[src/rtl/instruction_fetch.sv]
// Fetch stage: PC, instruction-memory reads and a valid/ready instruction register toward decode.
// FETCH_PIPE_EN selects a pipelined fetch with a 2-entry output queue; states IDLE|ISSUE|WAIT|HOLD otherwise.
module instruction_fetch #(
  parameter int WORD_SIZE = 16,
  parameter int ADDR_SIZE = 8,
  parameter logic [ADDR_SIZE-1:0] RESET_PC = '0
) (
  input  logic                 clk,
  input  logic                 rst,
  output logic                 mem_rd_en,
  output logic [ADDR_SIZE-1:0] mem_addr,
  input  logic [WORD_SIZE-1:0] mem_rdata,
  output logic [WORD_SIZE-1:0] instr,
  output logic [ADDR_SIZE-1:0] instr_pc,
  output logic                 instr_valid,
  input  logic                 instr_ready,
  input  logic                 redirect_en,
  input  logic [ADDR_SIZE-1:0] redirect_addr,
  input  logic                 halt
);

  logic [ADDR_SIZE-1:0] pc;
  logic                 transfer;

  assign transfer = instr_valid && instr_ready;

`ifdef FETCH_PIPE_EN

  logic                 started;
  logic                 pend;
  logic [ADDR_SIZE-1:0] pend_pc;
  logic [1:0]           occ;
  logic [1:0]           load;
  logic [1:0]           slot;
  logic [WORD_SIZE-1:0] q_data [2];
  logic [ADDR_SIZE-1:0] q_pc   [2];

  // load counts queued plus returning entries after this edge's dequeue
  assign load        = occ + {1'b0, pend} - {1'b0, transfer};
  assign slot        = occ - {1'b0, transfer};
  assign mem_rd_en   = started && !halt && !redirect_en && (load < 2'd2);
  assign mem_addr    = pc;
  assign instr_valid = (occ != 2'd0);
  assign instr       = q_data[0];
  assign instr_pc    = q_pc[0];

  always_ff @(posedge clk or posedge rst) begin
    if (rst) begin
      started   <= 1'b0;
      pc        <= RESET_PC;
      pend      <= 1'b0;
      pend_pc   <= '0;
      occ       <= 2'd0;
      q_data[0] <= '0;
      q_data[1] <= '0;
      q_pc[0]   <= '0;
      q_pc[1]   <= '0;
    end else begin
      started <= 1'b1;
      if (redirect_en) begin
        pc   <= redirect_addr;
        pend <= 1'b0;
        occ  <= 2'd0;
      end else begin
        pend <= mem_rd_en;
        if (mem_rd_en) begin
          pend_pc <= pc;
          pc      <= pc + ADDR_SIZE'(1);
        end
        occ <= load;
        if (transfer) begin
          q_data[0] <= q_data[1];
          q_pc[0]   <= q_pc[1];
        end
        if (pend) begin
          if (slot == 2'd0) begin
            q_data[0] <= mem_rdata;
            q_pc[0]   <= pend_pc;
          end else begin
            q_data[1] <= mem_rdata;
            q_pc[1]   <= pend_pc;
          end
        end
      end
    end
  end

`else

  typedef enum logic [1:0] {IDLE, ISSUE, WAIT, HOLD} state_t;

  state_t state;
  logic   in_flight;

  always_ff @(posedge clk or posedge rst) begin
    if (rst) begin
      state       <= IDLE;
      pc          <= RESET_PC;
      mem_rd_en   <= 1'b0;
      mem_addr    <= RESET_PC;
      instr       <= '0;
      instr_pc    <= '0;
      instr_valid <= 1'b0;
      in_flight   <= 1'b0;
    end else if (redirect_en) begin
      // dropping in_flight and leaving WAIT discards whatever read is outstanding
      pc          <= redirect_addr;
      instr_valid <= 1'b0;
      in_flight   <= 1'b0;
      state       <= ISSUE;
      mem_rd_en   <= !halt;
      mem_addr    <= redirect_addr;
    end else begin
      case (state)
        IDLE: begin
          if (!halt) begin
            state     <= ISSUE;
            mem_rd_en <= 1'b1;
            mem_addr  <= pc;
          end
        end
        ISSUE: begin
          if (mem_rd_en) begin
            mem_rd_en <= 1'b0;
            pc        <= pc + ADDR_SIZE'(1);
            in_flight <= 1'b1;
            state     <= WAIT;
          end else if (!halt) begin
            mem_rd_en <= 1'b1;
            mem_addr  <= pc;
          end
        end
        WAIT: begin
          if (in_flight) begin
            instr       <= mem_rdata;
            instr_pc    <= mem_addr;
            instr_valid <= 1'b1;
          end
          in_flight <= 1'b0;
          state     <= HOLD;
        end
        HOLD: begin
          if (transfer || !instr_valid) begin
            instr_valid <= 1'b0;
            state       <= ISSUE;
            mem_rd_en   <= !halt;
            mem_addr    <= pc;
          end
        end
        default: state <= IDLE;
      endcase
    end
  end

`endif

endmodule
[config.mk]
export PLATFORM = sky130hd
export DESIGN_NAME = instruction_fetch
export DESIGN_NICKNAME = d
export VERILOG_FILES = /design/src/rtl/instruction_fetch.sv
export SDC_FILE = /design/constraint.sdc
export NUM_CORES = 1
export LEC_CHECK = 0
export BUFFER_PORTS_ARGS = -buffer_cell sky130_fd_sc_hd__buf_2
export CELL_PAD_IN_SITES_DETAIL_PLACEMENT = 0
export CELL_PAD_IN_SITES_GLOBAL_PLACEMENT = 1
export CORE_AREA = 8 8 80 82
export CTS_CLUSTER_SIZE = 40
export DETAILED_ROUTE_END_ITERATION = 16
export DIE_AREA = 0 0 88 90
export GPL_ROUTABILITY_DRIVEN = 0
export GPL_TIMING_DRIVEN = 0
export PLACE_DENSITY = 0.92
export SYNTH_ARGS = -nofsm -noshare
export SYNTH_HDL_FRONTEND = slang
export SYNTH_SLANG_ARGS = --single-unit
[constraint.sdc]
create_clock -name clk -period 3.4 [get_ports clk]
set_clock_uncertainty 0.1 [all_clocks]
set_input_delay 0.51 -clock clk [delete_from_list [all_inputs] [get_ports clk]]
set_output_delay 0.51 -clock clk [all_outputs]
set_load 0.1 [all_outputs]
==> results_dict.tcl <==
set metrics [dict create \
    status "finished, final reports clean" \
    routedWlPerCell_um 14.9 \
    numCtsBuffers 5 \
    synth_flop_cell "dfrtp_1" \
    ys_seq_elements 45 \
    grt_overflow 0 \
    clock_path_buffers 2 \
    diodes 0 \
    drc 0 \
    syn_avg_cell_area_um2 12.4 \
    crit_path_end_kind "flip-flop" \
    num_rows 27 \
    cp_slowest_cell "dfrtp_1" \
    finalSetupViolCount 0 \
    relSlewSlack_pct 66.8 \
    clkTransAtPathRegs_ns 0.08 \
    synth.lib_cells_used.distinct 31 \
    postCtsSetupBuffers 0 \
    yosysTopAreaCellShare_pct 53.4 \
    dieArea_um2 7920 \
    coreArea_um2 5240 \
    max_freq_mhz 537 \
    fill_cells 472 \
    finalWorstSetupSlack_ns 1.54 \
    drv_slew 0 \
    viasPerCell 4.93 \
    max_stage_delay_ns 0.40 \
    critPathRequiredTime_ns 3.51 \
    grt_max_degree 28 \
    pin_count 63 \
    cp_max_fo 8 \
    reg2reg_to "mem_addr[0]" \
    start_util_pct 40.3 \
    drive_gt1_share_pct 43.3 \
    dr.pass1.iters 4 \
    synth_edf_count 0 \
    first_global_vias 1555 \
    die_x_um 88 \
    rr_worst_depth 6 \
    tns_ns 0 \
    grt_pass1_wl_um 7600 \
    yosysWarnings 0 \
    grt.total_usage_pct 12.0 \
    cp.arrival_ns 1.97 \
    synth_largest_area_cell "dfrtp_1" \
    finalCriticalPeriod_ns 1.86 \
    dpl.hpwl_um 3580 \
    layout.nets 275 \
    synth-async-reset-ratio_pct 100 \
    hold_viol 0 \
    ant_nets 0 \
    r2r-start "state[1]" \
    synth_cells 170 \
    portBuffers 62 \
    cts-root-buf "clkbuf_8" \
    worst_hold_slack_ns 0.110 \
    syn_to_final_growth_pct 24.0 \
    dp_slack_ns 1.56 \
    cts_resized 0 \
    worstPathCellList "inv_1 > ha_1 > o21ba_2 > o211ai_2 > nand2_1 > a2bb2oi_1" \
    h-tree-depth 2 \
    cap_violations 0 \
    tightestPinTransition_ns 0.501 \
    tritoncts "done" \
    seq_area_frac_synth_pct 53.4 \
    synth_area_um2 2110 \
    cts_sinks 45 \
    hold_path.class "in2async" \
    fin_crit_sh_pct 54.8 \
    worst-setup-path-type "reg2reg" \
    vias 1537 \
    r2r_slack_ns 1.54 \
    synth_common_cells "45 x dfrtp_1, 25 x a21oi_1, 20 x mux2_4" \
    postCtsHoldBufs 0 \
    drt_iter0_markers 54 \
    insertion_delay_ns 0.29 \
    syn_nets 205 \
    start_kind "flip-flop" \
    drt_wl_total_um 4650 \
    yosysMostFrequentCell "dfrtp_1" \
    die_y_um 90 \
    synthTopCellsByArea "dfrtp_1 53%, mux2_4 14%, a21oi_1 5.9%, ha_1 3.6%, nand2_1 2.8%" \
    antenna_found_initial 0 \
    rsz0062_at_grt "no" \
]
-- cell type report --
type / count / area [um^2] / share of cell area, %
Multi-Input combinational cell: 116 / 932 / 35.6
Sequential cell: 45 / 1130 / 43.0
Inverter: 5 / 21.3 / 0.813
Clock buffer: 7 / 86.3 / 3.30
Timing Repair Buffer: 63 / 330 / 12.6
Tap cell: 72 / 90.1 / 3.44
Buffer: 4 / 30.0 / 1.15
-- per-stage QoR --
step / area [um^2] / util [%] / cells
3_5_place_dp: 2530 / 48.3 / 305
3_3_place_gp: 2510 / 47.9 / 304
2_1_floorplan: 2110 / - / 170
5_1_grt: 2620 / 50.0 / 312
4_1_cts: 2620 / 50.0 / 312
6_report: 2620 / 50.0 / 312
-- logic make-up (layout without fill, tap and decap cells) --
logic type	count (synthesis)	in the layout	synth area share, %
and+or+nand+nor	41	41	9.79
DFF	45	45	53.4
muxes	28	28	18.3
adders and majority gates	6	6	3.56
buffers and inverters	9	79	2.43
xor gates and xnor gates	7	7	2.91
AOI/OAI and AO/OA	34	34	9.61
-- flip-flops by register name, indices dropped and copies added, names as in the netlist --
register	count
pc	8
mem_addr	8
instr_pc	8
state	2
instr	16
mem_rd_en	1
in_flight	1
instr_valid	1
-- cell usage in the layout, fill, tap and decap left out, drive strengths merged --
cell / Yosys / routed
nor2: 13 / 13
xnor2: 2 / 2
buf: 2 / 65
inv: 5 / 5
nand3: 2 / 2
xor2: 5 / 5
clkbuf: 2 / 9
mux2i: 3 / 3
and2: 1 / 1
o21ai: 2 / 2
mux2: 25 / 25
or2b: 1 / 1
a22oi: 1 / 1
and3: 2 / 2
a2bb2oi: 1 / 1
nand3b: 1 / 1
nand4: 2 / 2
nor2b: 1 / 1
nand2: 16 / 16
ha: 6 / 6
dfrtp: 45 / 45
o211a: 1 / 1
a21oi: 25 / 25
and4: 2 / 2
o21ba: 1 / 1
o221a: 1 / 1
o211ai: 2 / 2
-- how the worst max path moves through the flow --
stage | startpoint | end | slack (ns) | cells past startpoint
final | state[1] | mem_addr[0] | 1.54 | 6
after global routing | state[1] | mem_addr[0] | 1.42 | 6
after CTS | state[1] | mem_addr[0] | 1.54 | 6
after detailed placement | state[1] | mem_addr[0] | 1.56 | 6
after global placement | rst | state[1] | 1.17 | 2
after floorplan | mem_rd_en | mem_addr[1] | 1.45 | 4
-- worst max-delay path: cells and delay by family, from the launching register on --
family | cells | cell delay [ns]
adder cells (fa/ha/maj) | 1 | 0.27
AND/OR/NAND/NOR | 1 | 0.12
AO/OA/AOI/OAI | 3 | 0.80
buffers and inverters | 1 | 0.09
flip-flops | 1 | 0.40
-- routing by layer --
layer,wire (um),GRT usage (%)
met1,1960,14.6
met2,2230,19.5
met3,397,3.73
met4,59,3.87
met5,0,0
Power is left out: the tool's default activity adds up to more than one toggle a clock period on the data nets, which glitch-free logic cannot reach.
